===== src/rtl/irrigation_scheduler_pkg.sv =====
// Shared types for the irrigation scheduler slice:
// rain levels and the burst FSM state encoding.
package irrigacao_pkg;

  typedef enum logic [1:0] {
    NENHUMA,
    POUCA,
    MUITA,
    DILUVIO
  } rain_t;

  typedef enum logic [1:0] {
    IDLE,
    WATER_LOW,
    WATER_DRY
  } irr_state_t;

endpackage


===== src/rtl/irrigation_scheduler_if.sv =====
// Board-side bundle of the scheduler: rain sensor, enable and
// alarm ack in; per-plant valves, alarm and busy out.
interface irrigation_scheduler_if #(
  parameter int NPLANTS = 2
);
  logic [1:0]         chuva;
  logic               enable;
  logic               alarm_ack;
  logic [NPLANTS-1:0] water;
  logic               alarm;
  logic               busy;

  modport master (
    output chuva, enable, alarm_ack,
    input  water, alarm, busy
  );

  modport slave (
    input  chuva, enable, alarm_ack,
    output water, alarm, busy
  );
endinterface


===== src/rtl/irrigation_scheduler_rain_run_counter.sv =====
// Tracks the last rain level and a saturating run length.
// Ports: clk_2, reset, chuva_i, clr_i in; run_cnt_o (post-update) out.
module rain_run_counter
  import irrigacao_pkg::*;
#(
  parameter int CNT_W = 4
) (
  input  logic             clk_2,
  input  logic             reset,
  input  rain_t            chuva_i,
  input  logic             clr_i,
  output logic [CNT_W-1:0] run_cnt_o
);

  localparam logic [CNT_W-1:0] MAX = '1;
  localparam logic [CNT_W-1:0] ONE = CNT_W'(1);

  logic [CNT_W-1:0] run_q, run_d;
  rain_t            lvl_q;

  // run_cnt_o is the count including this sample, so the
  // trigger decode sees the run before it gets cleared.
  always_comb begin
    run_cnt_o = ONE;
    if (chuva_i == lvl_q)
      run_cnt_o = (run_q == MAX) ? MAX : run_q + ONE;
    run_d = clr_i ? '0 : run_cnt_o;
  end

  always_ff @(posedge clk_2 or posedge reset) begin
    if (reset) begin
      run_q <= '0;
      lvl_q <= NENHUMA;
    end else begin
      run_q <= run_d;
      lvl_q <= chuva_i;
    end
  end

endmodule


===== src/rtl/irrigation_scheduler.sv =====
// Multi-plant irrigation controller: rain runs trigger schedules.
// Ports: clk_2, reset, bus (chuva/enable/alarm_ack in; water/alarm/busy out).
module irrigation_scheduler
  import irrigacao_pkg::*;
#(
  parameter int NPLANTS   = 2,
  parameter int CNT_W     = 4,
  parameter int LOW_RUN   = 2,
  parameter int DRY_RUN   = 3,
  parameter int FLOOD_RUN = 3,
  parameter int LOW_BURST = 2,
  parameter int DRY_BURST = 3,
  parameter logic [NPLANTS*CNT_W-1:0] LOW_START = 8'h00,
  parameter logic [NPLANTS*CNT_W-1:0] LOW_LEN   = 8'h10,
  parameter logic [NPLANTS*CNT_W-1:0] DRY_START = 8'h02,
  parameter logic [NPLANTS*CNT_W-1:0] DRY_LEN   = 8'h21
) (
  input  logic clk_2,
  input  logic reset,
  irrigation_scheduler_if.slave bus
);

  localparam logic [CNT_W-1:0] LOW_LAST = CNT_W'(LOW_BURST - 1);
  localparam logic [CNT_W-1:0] DRY_LAST = CNT_W'(DRY_BURST - 1);

  rain_t            lvl;
  logic [CNT_W-1:0] run_cnt;
  logic             low_trig, dry_trig, flood_trig;
  logic             idle, abort, done;
  logic [CNT_W-1:0] last;
  irr_state_t       state_q, start_st;
  logic [CNT_W-1:0] burst_q;
  logic             alarm_q;
  logic [NPLANTS-1:0] water_w;

  assign lvl = rain_t'(bus.chuva);

  rain_run_counter #(.CNT_W(CNT_W)) u_run (
    .clk_2     (clk_2),
    .reset     (reset),
    .chuva_i   (lvl),
    .clr_i     (low_trig | dry_trig | flood_trig),
    .run_cnt_o (run_cnt)
  );

  assign low_trig   = (lvl == POUCA)   && (run_cnt == CNT_W'(LOW_RUN));
  assign dry_trig   = (lvl == NENHUMA) && (run_cnt == CNT_W'(DRY_RUN));
  assign flood_trig = (lvl == DILUVIO) && (run_cnt == CNT_W'(FLOOD_RUN));

  always_comb begin
    start_st = IDLE;
    if (bus.enable && low_trig)      start_st = WATER_LOW;
    else if (bus.enable && dry_trig) start_st = WATER_DRY;
  end

  assign idle  = (state_q == IDLE);
  assign last  = (state_q == WATER_LOW) ? LOW_LAST : DRY_LAST;
  assign abort = !idle && (bus.chuva[1] || !bus.enable);
  assign done  = !idle && !abort && (burst_q == last);

  // The completion edge is no longer busy, so a trigger landing
  // on it chains straight into the next burst.
  always_ff @(posedge clk_2 or posedge reset) begin
    if (reset) begin
      state_q <= IDLE;
      burst_q <= '0;
      alarm_q <= 1'b0;
    end else begin
      if (flood_trig)         alarm_q <= 1'b1;
      else if (bus.alarm_ack) alarm_q <= 1'b0;
      unique case (1'b1)
        idle, done: begin
          state_q <= start_st;
          burst_q <= '0;
        end
        abort: state_q <= IDLE;
        default: burst_q <= burst_q + CNT_W'(1);
      endcase
    end
  end

  // Extra bit keeps start+len from wrapping.
  function automatic logic in_win(
    input logic [CNT_W-1:0] cnt,
    input logic [CNT_W-1:0] st,
    input logic [CNT_W-1:0] ln
  );
    logic [CNT_W:0] c, s, e;
    c = {1'b0, cnt};
    s = {1'b0, st};
    e = s + {1'b0, ln};
    return (c >= s) && (c < e);
  endfunction

  always_comb begin
    water_w = '0;
    for (int i = 0; i < NPLANTS; i++) begin
      if (state_q == WATER_LOW)
        water_w[i] = in_win(burst_q,
          LOW_START[i*CNT_W +: CNT_W],
          LOW_LEN[i*CNT_W +: CNT_W]);
      else if (state_q == WATER_DRY)
        water_w[i] = in_win(burst_q,
          DRY_START[i*CNT_W +: CNT_W],
          DRY_LEN[i*CNT_W +: CNT_W]);
    end
  end

  assign bus.water = water_w;
  assign bus.alarm = alarm_q;
  assign bus.busy  = !idle;

endmodule


===== src/flat_wrapper.sv =====
// flat-port wrapper written by rule: the top's interface ports become plain ports
module irrigation_scheduler_flat import irrigacao_pkg::*;
#(
  parameter int NPLANTS   = 2,
  parameter int CNT_W     = 4,
  parameter int LOW_RUN   = 2,
  parameter int DRY_RUN   = 3,
  parameter int FLOOD_RUN = 3,
  parameter int LOW_BURST = 2,
  parameter int DRY_BURST = 3,
  parameter logic [NPLANTS*CNT_W-1:0] LOW_START = 8'h00,
  parameter logic [NPLANTS*CNT_W-1:0] LOW_LEN   = 8'h10,
  parameter logic [NPLANTS*CNT_W-1:0] DRY_START = 8'h02,
  parameter logic [NPLANTS*CNT_W-1:0] DRY_LEN   = 8'h21
)
  (clk_2, reset, bus_chuva, bus_enable, bus_alarm_ack, bus_water, bus_alarm, bus_busy);
  irrigation_scheduler_if #(.NPLANTS(NPLANTS)) bus_i ();
  input  logic clk_2;
  input  logic reset;
  input wire logic [$bits(bus_i.chuva)-1:0] bus_chuva;
  input wire logic [$bits(bus_i.enable)-1:0] bus_enable;
  input wire logic [$bits(bus_i.alarm_ack)-1:0] bus_alarm_ack;
  output wire logic [$bits(bus_i.water)-1:0] bus_water;
  output wire logic [$bits(bus_i.alarm)-1:0] bus_alarm;
  output wire logic [$bits(bus_i.busy)-1:0] bus_busy;
  assign bus_i.chuva = bus_chuva;
  assign bus_i.enable = bus_enable;
  assign bus_i.alarm_ack = bus_alarm_ack;
  assign bus_water = bus_i.water;
  assign bus_alarm = bus_i.alarm;
  assign bus_busy = bus_i.busy;
  irrigation_scheduler #(.NPLANTS(NPLANTS), .CNT_W(CNT_W), .LOW_RUN(LOW_RUN), .DRY_RUN(DRY_RUN), .FLOOD_RUN(FLOOD_RUN), .LOW_BURST(LOW_BURST), .DRY_BURST(DRY_BURST), .LOW_START(LOW_START), .LOW_LEN(LOW_LEN), .DRY_START(DRY_START), .DRY_LEN(DRY_LEN)) u_core (.clk_2(clk_2), .reset(reset), .bus(bus_i));
endmodule

===== config.mk =====
export PLATFORM = sky130hd
export DESIGN_NAME = irrigation_scheduler_flat
export DESIGN_NICKNAME = d
export VERILOG_FILES = /design/src/rtl/irrigation_scheduler_pkg.sv /design/src/rtl/irrigation_scheduler_if.sv /design/src/rtl/irrigation_scheduler_rain_run_counter.sv /design/src/rtl/irrigation_scheduler.sv /design/src/flat_wrapper.sv
export SDC_FILE = /design/constraint.sdc
export NUM_CORES = 1
export LEC_CHECK = 0
export BUFFER_PORTS_ARGS = -buffer_cell sky130_fd_sc_hd__clkbuf_2
export CAP_MARGIN = 20
export CORE_AREA = 2 2 60 62
export CTS_CLUSTER_SIZE = 14
export DETAILED_ROUTE_END_ITERATION = 8
export DIE_AREA = 0 0 62 64
export SLEW_MARGIN = 20
export SYNTH_ARGS = -nofsm -noshare
export SYNTH_HDL_FRONTEND = slang
export SYNTH_SLANG_ARGS = --single-unit

===== constraint.sdc =====
create_clock -name clk_2 -period 2.9 [get_ports clk_2]
set_input_delay 0.145 -clock clk_2 [delete_from_list [all_inputs] [get_ports clk_2]]
set_output_delay 0.145 -clock clk_2 [all_outputs]
set_load 0.02 [all_outputs]

======== Yosys cells after proc, flatten, opt, wreduce, memory -nomap -nowiden ========
Index checks and enable logic that the tools add are counted.
storage, ports and cells
  output and inout port bits .............. 4
  bits of input ports ..................... 6
  bits in registers ....................... 13
operators by class
  $lt $le $gt $ge ......................... 4
  multiplexer cells ....................... 14
  bitwise logic cells ..................... 2
  add/subtract/negate cells ............... 2
  equality and inequality tests ........... 9
  reduce and logical (&&, ||, !) cells .... 18
operators by type and width
  cell                 count
  $mux 4               3
  $logic_and 1x1->1    9
  $add 4x1->4 const B  2
  $eq 4x2->1 const B   2
  $lt 4x2->1 const B   2
  $pmux 4 s2           1
  $mux 1               6
  $mux 2               3
  $eq 2x1->1 const B   2
  $eq 2x2->1 const B   2
  $eq 4x4->1           1
  $eq 4x4->1 const B   1
  $ge 4x2->1 const B   1
  $logic_not 2->1      2
  $lt 4x1->1 const B   1
  $pmux 2 s2           1
  $reduce_bool 2->1    2
  $logic_not 1->1      3
  $eq 2x2->1           1
  $or 1x1->1           2
  $reduce_or 2->1      1
  $logic_or 1x1->1     1

======== Longest topological paths before layout ========
  word-level depth ........................ 9
  mapped depth ............................ 5
  gate-level depth less buffers ........... 5

======== By module ========
A second synthesis with hierarchy kept.
unflattened totals
  cell total of the unflattened synthesis .. 86
  area, all modules ....................... 772.0 um^2
modules (own cells, without submodules)
  module                times used  cells each  area an instance (um^2)  sequential area each (um^2)
  irrigation_scheduler  1           60          498.0                    175.2
  rain_run_counter      1           26          274.0                    150.1

======== Worst setup path before layout ========
Ideal clock, no wire load.
  path kind ............................... reg2reg
  from .................................... register u_core.burst_q[1]
  to ...................................... register u_core.burst_q[1]
  arrival ................................. 1.371 ns
  path buffers ............................ 0
  setup time .............................. 0.122 ns
  clock period less this slack ............ 1.493 ns
  cell stages (with the launch flop) ...... 5
  path slack .............................. 1.407 ns
  cell sequence ........................... dfrtp_1 > or3b_1 > a21boi_2 > nor2_1 > a32o_1
on the way
  cells in the longest elaborated chain, start to end .. 4
RTL lines
  what                                                 RTL line                    RTL
  start, declared                                      irrigation_scheduler.sv:32  logic [CNT_W-1:0] burst_q;
  start signal, assigned                               irrigation_scheduler.sv:77  default: burst_q <= burst_q + CNT_W'(1);
  branches (longest 3 deep; another with $add 4x1->4)  n/a
  $pmux 4 s2 (*)                                       irrigation_scheduler.sv:71  unique case (1'b1)
Mark *: on every way between the ends.
A chain may end at the register's enable or synchronous reset.

======== Worst setup path in the final report ========
Ends and elaborated chain as after synthesis.

==> results.py <==
metrics = {
    "status": {
        "outcome": "finished clean",
    },
    "critical_path": {
        "r2r-start": "u_core.burst_q[1]",
        "cp_data_required_time_ns": 3.07,
        "cp_slowest_cell": "dfrtp_1",
        "reg2reg_slack_ns": 1.27,
        "reg2reg_to": "u_core.burst_q[1]",
        "max_stage_delay_ns": 0.47,
        "crit_chain": "or3b_1 -> a21boi_2 -> nor2_1 -> a32o_1",
        "endpoint_kind": "register",
        "cp_max_fo": 9,
        "critPathArrivalTime_ns": 1.80,
        "critPathLaunch": "u_core.burst_q[1]",
        "critPathCapture": "u_core.burst_q[1]",
        "startpoint_type": "register",
        "worstSetupPathType": "reg2reg",
        "r2r_cells": 4,
    },
    "clock_tree": {
        "numCtsBuffers": 3,
        "cts_tree": "built",
        "clock-sinks": 13,
        "cts-root-buf": "clkbuf_4",
        "clk_latency_ns": 0.27,
        "cts_max_level": 1,
        "clkTransAtPathRegs_ns": 0.08,
        "clk_path_buf_depth": 2,
        "post-cts-setup-buffers": 0,
    },
    "finish": {
        "final_common_cell": "dfrtp_1",
        "drive_gt1_share_pct": 17.5,
        "diodes": 0,
        "multi_input_area_um2": 435,
        "nets": 108,
        "register_area_um2": 325,
        "nFillCells": 366,
        "synthToLayoutAreaGrowth_pct": 15.5,
        "final_area_um2": 922,
        "final_cell_mix": "dfrtp_1, nor2_1, clkbuf_2",
    },
    "synthesis": {
        "synth_cells": 85,
        "synth-main-ff-cell": "dfrtp_1",
        "synth_cell_types": 35,
        "synth-edff-count": 0,
        "synth_top_area_share_pct": 40.8,
        "yosys-top-cells-area": "dfrtp_1, ha_1, nor3_1",
        "ys_async_sr_fraction_pct": 100,
        "netlist_area_um2": 798,
        "avgSynthCellArea_um2": 9.39,
        "yosysTopAreaCell": "dfrtp_1",
        "seq_area_frac_synth_pct": 40.8,
        "ys.warnings.count": 0,
        "syn_nets": 95,
        "synth_seq_cells": 13,
    },
    "timing": {
        "tightest_slew_ns": 0.541,
        "rsz0062_at_grt": "false",
        "period_share_pct": 56.2,
        "clock_skew_ns": 0.00500,
        "drv_slew": 0,
        "setup_violations": 0,
        "hold_viol": 0,
        "relSlewSlack_pct": 63.8,
        "fin_tns_setup_ns": 0,
        "fin_crit_ns": 1.63,
        "fmax_mhz": 614,
    },
    "floorplanning": {
        "core_area_um2": 3280,
        "die_x_um": 62,
        "rows": 21,
        "ioPinCount": 10,
        "initial_core_util_pct": 24.3,
        "die-area_um2": 3970,
        "die-height_um": 64,
    },
    "drt": {
        "routed-via-count": 677,
        "totalWireLength_um": 1570,
        "vias_per_cell": 4.73,
        "final_antenna_net_count": 0,
        "drtIter0Drc": 27,
        "drcViolationCount": 0,
        "dr.pass1.iters": 4,
        "wl_per_cell_um": 11.0,
    },
    "pwr": {
        "powerDensity_nw_per_um2": 409,
        "p_total_mw": 0.377,
        "ir_drop_mv": 0.284,
        "power.leakage_nw": 0.421,
    },
    "global_routing": {
        "grt_max_degree": 14,
        "antenna_found_initial": 0,
        "grt-ovfl-total": 0,
        "grt_pass1_vias": 646,
        "grt_pass1_wl_um": 2800,
        "track_usage_pct": 9.08,
    },
    "placement": {
        "numPortBuffers": 9,
        "place_hpwl_um": 1190,
        "place_area_um2": 886,
        "gp_congestion": 0.723,
    },
    "flow_run": {
        "maxCapViolCount": 0,
    },
    "worst_hold_path": {
        "hp-class": "in2reg",
    },
}
-- critical path, delay by kind of cell, from the launching register on --
family | cells | cell delay [ns]
compound gates | 2 | 0.53
simple gates | 2 | 0.53
flops | 1 | 0.47
-- logic make-up after synthesis --
group	synth area share, %
and+or+nand+nor	25.7
AOI/OAI and AO/OA	17.1
DFF	40.8
buffers and inverters	4.70
xor gates and xnor gates	5.49
adders and majority gates	6.27
-- synthesized netlist by cell type (2+ instances only) --
library cell / instances
inv_1: 6
nand3b_1: 4
nand2b_1: 2
nor3_1: 7
a32o_1: 3
o21ai_0: 2
ha_1: 4
xor2_1: 4
dfrtp_1: 13
nor2_1: 9
and2_1: 2
nand3_1: 2
nand2_1: 5
-- layer usage --
layer  share of wire [%]  GRT usage (%)
met2                  48           14.5
met5                   0              0
met3                 3.9           3.04
met4                0.89           2.39
met1                  47           11.5
-- worst min-delay path by stage --
stage / end / slack (ns) / startpoint / depth (start not counted)
final: u_core.u_run.lvl_q[1] / 0.07 / bus_chuva[1] / 1
after global routing: u_core.u_run.lvl_q[1] / 0.06 / bus_chuva[1] / 1
after CTS: u_core.u_run.lvl_q[1] / 0.06 / bus_chuva[1] / 1
after detailed placement: u_core.state_q[0] / 0.18 / reset / 2
after global placement: u_core.u_run.run_q[0] / 0.18 / reset / 2
after floorplan: u_core.burst_q[0] / 0.02 / reset / 1
-- layout make-up --
cell class                 count  area share (%)
sequential                    13            35.3
multi-input combinational     64            47.2
timing repair buffer          10            5.97
tap                           46            6.24
clock buffer                   4            2.85
inverter                       6            2.44
-- report_power, final --
group          total, mW  leakage (nW)  switching [mW]  internal [mW]
clock              0.113        0.0150          0.0601         0.0533
combinational     0.0700         0.234          0.0437         0.0264
sequential         0.193         0.172         0.00537          0.188
-- repair_timing --
action	CTS	global route
endpoints found under the hold margin	13	0
gates resized for setup	0	0
hold buffers	1	0
-- per-stage QoR --
stage | setup slack [ns] | hold WS (ns) | util (%) | std cells
6_report | 1.27 | 0.0660 | 28.1 | 143
5_1_grt | 1.17 | 0.0579 | 28.1 | 143
4_1_cts | 1.27 | 0.0628 | 28.1 | 143
3_5_place_dp | 1.29 | 0.182 | 27.0 | 138
3_3_place_gp | 1.33 | 0.176 | 27.0 | 138
2_1_floorplan | 1.41 | 0.0220 | - | 85
-- state kept, by name (all words and copies together), names as in the netlist --
name	flops
u_core.u_run.run_q	4
u_core.state_q	2
u_core.burst_q	4
u_core.u_run.lvl_q	2
u_core.bus.alarm	1
(Power assumes the default switching activity.)
